--- src/rtl/fft_pair_buffer_pkg.sv ---
// fft_pair_buffer_pkg: shared FFT sample width, complex sample type and stage depth helper
package fft_pair_buffer_pkg;
  localparam int DEF_WIDTH = 16;
  localparam int DEF_LOG_N = 4;
  typedef struct packed {
    logic [DEF_WIDTH-1:0] re;
    logic [DEF_WIDTH-1:0] im;
  } cplx_t;
  function automatic int stage_log_depth(input int log_n, input int stage);
    return log_n - 1 - stage;
  endfunction
  localparam int DEF_LOG_DEPTH = stage_log_depth(DEF_LOG_N, 0);
endpackage

--- src/rtl/fft_delay_ram.sv ---
// fft_delay_ram: single-port synchronous-read delay memory, DEPTH x 2*WIDTH
module fft_delay_ram
  import fft_pair_buffer_pkg::*;
#(
  parameter int AW = DEF_LOG_DEPTH,
  parameter int DW = 2 * DEF_WIDTH
) (
  input  logic          clock,
  input  logic          reset,
  input  logic          en,
  input  logic          we,
  input  logic [AW-1:0] addr,
  input  logic [DW-1:0] wdata,
  output logic [DW-1:0] rdata
);
  logic [DW-1:0] mem [2**AW];
  // write port; contents are deliberately left unreset
  always_ff @(posedge clock) if (en && we) mem[addr] <= wdata;
  // registered read that holds between reads and clears on reset
  always_ff @(posedge clock or posedge reset)
    if (reset) rdata <= '0;
    else if (en && !we) rdata <= mem[addr];
endmodule

--- src/rtl/fft_pair_buffer.sv ---
// fft_pair_buffer: pairs x[k] with x[k+DEPTH] for the radix-2 DIF butterfly
module fft_pair_buffer
  import fft_pair_buffer_pkg::*;
#(
  parameter int WIDTH     = DEF_WIDTH,
  parameter int LOG_DEPTH = DEF_LOG_DEPTH
) (
  input  logic                 clock,
  input  logic                 reset,
  input  logic                 sync,
  input  logic                 di_en,
  input  logic [WIDTH-1:0]     di_re,
  input  logic [WIDTH-1:0]     di_im,
  output logic                 out_en,
  output logic [WIDTH-1:0]     a_re,
  output logic [WIDTH-1:0]     a_im,
  output logic [WIDTH-1:0]     b_re,
  output logic [WIDTH-1:0]     b_im,
  output logic [LOG_DEPTH-1:0] out_idx,
  output logic                 half
);
  logic [LOG_DEPTH:0]   cnt;
  logic [LOG_DEPTH-1:0] addr;
  logic [2*WIDTH-1:0]   rdata;
  logic                 acc;
  logic                 rd;
  assign half = cnt[LOG_DEPTH];
  assign addr = cnt[LOG_DEPTH-1:0];
  assign acc  = di_en && !sync;
  assign rd   = acc && half;
  assign a_re = rdata[2*WIDTH-1:WIDTH];
  assign a_im = rdata[WIDTH-1:0];
  fft_delay_ram #(.AW(LOG_DEPTH), .DW(2*WIDTH)) u_ram (
    .clock(clock),
    .reset(reset),
    .en(acc),
    .we(!half),
    .addr(addr),
    .wdata({di_re, di_im}),
    .rdata(rdata)
  );
  // position counter, pair strobe and captured second-half sample
  always_ff @(posedge clock or posedge reset)
    if (reset) begin
      cnt     <= '0;
      out_en  <= 1'b0;
      b_re    <= '0;
      b_im    <= '0;
      out_idx <= '0;
    end else begin
      cnt    <= sync ? '0 : acc ? cnt + 1'b1 : cnt;
      out_en <= rd;
      if (rd) begin
        b_re    <= di_re;
        b_im    <= di_im;
        out_idx <= addr;
      end
    end
endmodule

--- config.mk ---
export PLATFORM = sky130hd
export DESIGN_NAME = fft_pair_buffer
export DESIGN_NICKNAME = d
export VERILOG_FILES = /design/src/rtl/fft_pair_buffer_pkg.sv /design/src/rtl/fft_delay_ram.sv /design/src/rtl/fft_pair_buffer.sv
export SDC_FILE = /design/constraint.sdc
export NUM_CORES = 1
export LEC_CHECK = 0
export BUFFER_PORTS_ARGS = -buffer_cell sky130_fd_sc_hd__clkbuf_2
export CORE_ASPECT_RATIO = 0.5
export CORE_MARGIN = 1
export CORE_UTILIZATION = 50
export DETAILED_ROUTE_END_ITERATION = 7
export GPL_ROUTABILITY_DRIVEN = 0
export PLACE_DENSITY = 0.7
export SLEW_MARGIN = 20
export SYNTH_ARGS = -nofsm -noshare
export SYNTH_HDL_FRONTEND = slang
export SYNTH_SLANG_ARGS = --single-unit
--- constraint.sdc ---
create_clock -name clock -period 5.3 [get_ports clock]
set_input_delay 0.265 -clock clock [delete_from_list [all_inputs] [get_ports clock]]
set_output_delay 0.265 -clock clock [all_outputs]
set_load 0.01 [all_outputs]
Word level (Yosys, flattened, before mapping)
Memory sizes are Yosys's and may differ from the RTL's. A register that Yosys moved wholly into a read port is not among the register bits.
Index checks and enable logic that the tools add are counted.
{"block": "op_classes", "div": 0, "eq_ne": 0, "n_lt_le_gt_ge": 0, "mux": 4, "mul": 0, "n_reduce_logical": 6, "shift": 0, "n_bitwise": 0, "addsub": 1}
{"cell": "4-bit two-way mux", "n": 2}
{"cell": "4-bit by 1-bit adder with 4-bit output, second input constant", "n": 1}
{"cell": "1-bit logical AND", "n": 3}
{"cell": "1-bit logical NOT", "n": 2}
{"cell": "1-bit two-way mux", "n": 2}
{"cell": "2-bit nonzero test", "n": 1}
{"block": "word_totals", "latch_bits": 0, "mem_bits_rw": 256, "mem_bits_ro": 0, "regBits": 40, "memories": 1, "wordCells": 17}
{"memory": "u_ram.mem", "words": 8, "width": 32, "read_ports": 1, "rd_ports_with_merged_regs": 1, "write_ports": 1, "line": "fft_delay_ram.sv:16", "text": "logic [DW-1:0] mem [2**AW];"}

Logic depth before layout (Yosys ltp)
{"block": "logic_depth", "word_depth": 5, "ltp_mapped": 8, "mapped_depth_nobuf": 4}

Modules after synthesis
A second synthesis with hierarchy kept.
{"block": "hier_totals", "cells_unflattened": 732, "area_unflattened_um2": 12733.5}
{"module": "fft_delay_ram", "instances": 1, "cells_each": 635, "area_each_um2": 11023.1, "seq_area_each_um2": 8488.1}
{"module": "fft_pair_buffer", "instances": 1, "cells_each": 97, "area_each_um2": 1710.4, "seq_area_each_um2": 1001.0}

Least setup slack after synthesis
Ideal clock, no wire load.
{"block": "synth_path", "kind": "register -> register", "start": "register cnt[1]", "end": "memory u_ram.mem[1][0] (netlist bit), enable pin", "required_ns": 4.798, "arrival_ns": 4.142, "setup_slack_ns": 0.657, "period_less_slack_ns": 4.643, "stages_incl_launch_ff": 6, "n_path_buf": 4, "cell_sequence": "dfrtp_1 -> buf_6 -> buf_8 -> buf_6 -> clkbuf_1 -> nor4_1"}
{"element": "start, declared", "line": "fft_pair_buffer.sv:22", "text": "logic [LOG_DEPTH:0] cnt;"}
{"element": "start signal, assigned", "line": "fft_pair_buffer.sv:51", "text": "cnt <= sync ? '0 : acc ? cnt + 1'b1 : cnt;"}
{"element": "end, declared", "line": "fft_delay_ram.sv:16"}
No word-level cell before the write port.

Final worst setup path
{"block": "layout_path", "start": "register cnt[2]", "end": "memory u_ram.mem[6][6] (netlist bit), enable pin"}
No word-level cell before the write port.

==> results.md <==
* Crit share post-route at 0.534
* Starting Density at 0.516
* Pins Over Slew Limit at 0
* Iter 0 DRT Violations at 704
* Final HPWL DP at 16.3 mm
* Clock Latency Late Sink at ~0.54 ns
* Area grow syn2layout at 14.3%
* GRT Residual Overflow at 0
* Vias at about 7.3k
* Unrepaired setup endpoints after global routing: no
* Diode count at 0
* Grt met1 use at 0.294
* Clock root buffer: clkbuf_16
* Post-synthesis cell count at ~800
* DRC violations left at 0
* Status: finished clean
* CP most frequent cell: buf_4
* Final std cells w/o fill at 1271
* Final Worst Setup Slack at between 2 and 2.5 ns
* Initial antenna violation count at 0
* Fin util at 0.590
* Mean area per synthesized cell at about 16 um2
* Crit-path cells: buf_4 > nand2b_1 > nor3_2 > buf_4
* Largest net degree at the start of global routing at 65
* DRT Pass-1 Iters at 5
* Worst path depth at 4
* Sw Share at 0.210
* #FFs+latches synth at about 330
* Worst path bufs/invs at 2
* PD cells at around 350 nW/um2
* DIE AREA at approximately 26000 um2
* CP max-delay cell: dfrtp_4
* P_sw at between 1000 and 1500 uW
* DRT Wirelength at about 27 mm
* Hold Crit Depth at 1
* Comb power frac at 0.054
* TritonCTS buffer count at 28
* Via-per-instance ratio at between 5 and 6
* Max incr delay on CP at between 0.7 and 0.8 ns
* Seq/Total Area, Yosys at 0.756
* Final Hold Viols at 0
* Hold Path Class: input pin to register
* Total track usage at 0.214
* Avg WL per Cell at ~21 um
* Clock Pin Slew Worst Setup and Hold Paths at 0.07 ns
* # resized after CTS at 0
* Fraction of layout cells with a size suffix above 1 at 0.230
* Synth warn at 0
* Met3 GRT Util at 0.0332
* Row count at 40
* Chip Width at about 230 um
* Post-synthesis cell area at 12600 um2
* Worst-case clock buffer depth at 3
* Worst-path fanout max at 43
* Dpl cells at approximately 1.2k
* Startpoint types: register
* Sequential share of power at 0.559
* Fillers at between 1.5k and 2k
* Num ports at between 100 and 150
* I/O Buffers at about 100
* Crit-path leading delay family: buffers and inverters
* Final Net Count at 950
* WP data arrival at approximately 3.0 ns
* Setup TNS at 0 ns
* Crit path time final at ~2.8 ns
* Static Leakage at about 0.0053 uW
* Clk pwr share at 0.387
* Synth Flop Type: edfxtp_1
* Setup Skew at approximately 0.012 ns
* GRT busiest layer: met2
* Async SR Flop Fraction at 0.220
* Post CTS Setup Buffer Count at 0
* Final hold slack at approximately 0.012 ns
* Relative slew slack at 0.239
* Pre-CTS setup slack at around 2.5 ns
* Worst-margin pin slew at 1.14 ns
* R2R cell count at 4
* Yosys cell types at about 50
* Crit path kind: register to register
* Final setup fails at 0
* Met2 Usage GRT at 0.355
* First-pass GRT wire length at roughly 42 mm
* CP Capture Type: register
* Die Ht at approximately 110 um
* Core Area at 24300 um2
* TritonCTS clock tree: built
* CP required at roughly 5.5 ns
* Post-Synthesis Net Count at about 840
* Int Power at around 4000 uW
* Max H-tree Level at 1
* Max Fclk at approximately 350 MHz
* Max-cap violations at 0
* Max VDD drop at 0.000227 V
* Post-synth EDFFs at 256
* Clock Sinks at between 300 and 400
* Number of routed nets with antenna violations at 0
* Number of global-route vias before repair at about 7.3k
==> area by class of cell <==
class / instances / area, um2 / area share
Multi-Input combinational cell: 422 / 2820 / 0.196
Tap cell: 336 / 420 / 0.0293
Timing Repair Buffer: 128 / 718 / 0.0501
Clock inverter: 14 / 113 / 0.00785
Clock buffer: 38 / 759 / 0.0529
Sequential cell: 328 / 9500 / 0.662
Inverter: 5 / 20.0 / 0.00140
==> cells by family after synthesis <==
| kind of cell | after synthesis | share of synthesized area |
|---|---|---|
| flip-flops | 328 | 0.756 |
| AND/OR/NAND/NOR | 200 | 0.0650 |
| AO/OA/AOI/OAI | 146 | 0.0857 |
| multiplexers | 72 | 0.0672 |
| buffers and inverters | 55 | 0.0231 |
| XOR/XNOR | 3 | 0.00209 |
| adder cells (fa/ha/maj) | 1 | 0.000997 |
==> power groups by stage <==
stage          combinational (uW)  clock [uW]  sequential, uW
6_report                      271        1960            2830
2_1_floorplan                 175           0            2880
4_1_cts                       273        1990            2830
3_3_place_gp                  265           0            2880
5_1_grt                       295        2090            2830
3_5_place_dp                  270           0            2880
==> stage by stage <==
| stage | power, uW | instance area (um2) |
|---|---|---|
| CTS | 5090 | 14300 |
| global placement | 3150 | 13500 |
| detailed placement | 3160 | 13500 |
| floorplan | 3050 | 12600 |
| finish | 5060 | 14300 |
| global route | 5210 | 14300 |
==> synth_stat cells (2+ instances only) <==
cell         n  area share
a221o_1     16       0.013
nand3_1      5      0.0020
buf_2       16      0.0064
nor2b_1      3      0.0015
buf_1        4      0.0012
dfrtp_1     72        0.14
xnor2_1      2      0.0014
nand3b_1     3      0.0018
buf_6        4      0.0036
o21a_1       2      0.0012
nand2b_1     2      0.0010
buf_4        6      0.0036
and2_1       2      0.0010
o21ai_0     23      0.0092
o22a_1       2      0.0014
nor4_1       3      0.0015
a211o_1      4      0.0028
inv_2        3     0.00090
a31oi_1     22       0.011
a22oi_1      5      0.0030
a22o_1       8      0.0056
a311oi_1     2      0.0014
mux4_2       6       0.011
edfxtp_1   256        0.61
nor3_1       5      0.0020
mux2i_1     43       0.034
a221oi_1    15       0.010
a221oi_2     5      0.0060
a21oi_1     23      0.0092
nor2_1      59       0.018
o22ai_1      6      0.0030
clkbuf_1    19      0.0057
mux2_4       5      0.0060
o2bb2ai_1    9      0.0063
mux2_2      18       0.016
nand2_1    114       0.034
==> registers in the layout (all words and copies together) (netlist names) <==
name and count:
b_im 16, b_re 16, cnt 4, out_en 1, out_idx 3, u_ram.mem 256
u_ram.rdata 32
==> final timing paths <==
check,from,slack [ns],end
worst max-delay path,cnt[2],2.47,u_ram.mem[6][6]
worst min register to register,b_im[7],0.47,b_im[7]
worst max register to register,cnt[2],2.47,u_ram.mem[6][6]
worst min-delay path,di_re[6],0.01,u_ram.mem[4][22]
max in group asynchronous,reset,3.89,cnt[1]
min in group asynchronous,reset,0.28,b_re[7]
==> timing repair <==
item | 4_1_cts | 5_1_grt
hold buffers | 2 | 0
setup endpoints to repair | 0 | 0
endpoints found under the hold margin | 27 | 0
==> cell usage in the layout (no fill, tap or decap), drive strengths merged, types with 2 or more instances in the layout <==
master | netlist | final
nand3 | 5 | 5
o22a | 2 | 2
bufinv | 0 | 2
o22ai | 6 | 6
a31oi | 22 | 22
buf | 31 | 22
mux2 | 23 | 23
o2bb2ai | 9 | 9
xnor2 | 2 | 2
nor2 | 59 | 59
a22o | 8 | 8
dfrtp | 72 | 72
a221oi | 20 | 20
and2 | 2 | 2
clkbuf | 19 | 142
nand2b | 2 | 2
a221o | 16 | 16
o21a | 2 | 2
a311oi | 2 | 2
mux2i | 43 | 43
a22oi | 5 | 5
a211o | 4 | 4
nand3b | 3 | 3
mux4 | 6 | 6
o21ai | 23 | 23
clkinv | 1 | 14
inv | 4 | 3
nor3 | 6 | 6
nand2 | 114 | 114
nor4 | 3 | 3
dlygate4sd3 | 0 | 2
nor2b | 3 | 3
a21oi | 23 | 23
edfxtp | 256 | 256
==> routing by layer <==
layer	up-vias	share of wire
li1	3278	-
met1	3669	0.43
met2	266	0.49
met3	51	0.064
met4	0	0.025
met5	-	0
No activity file was read; power rests on OpenSTA's default activity.
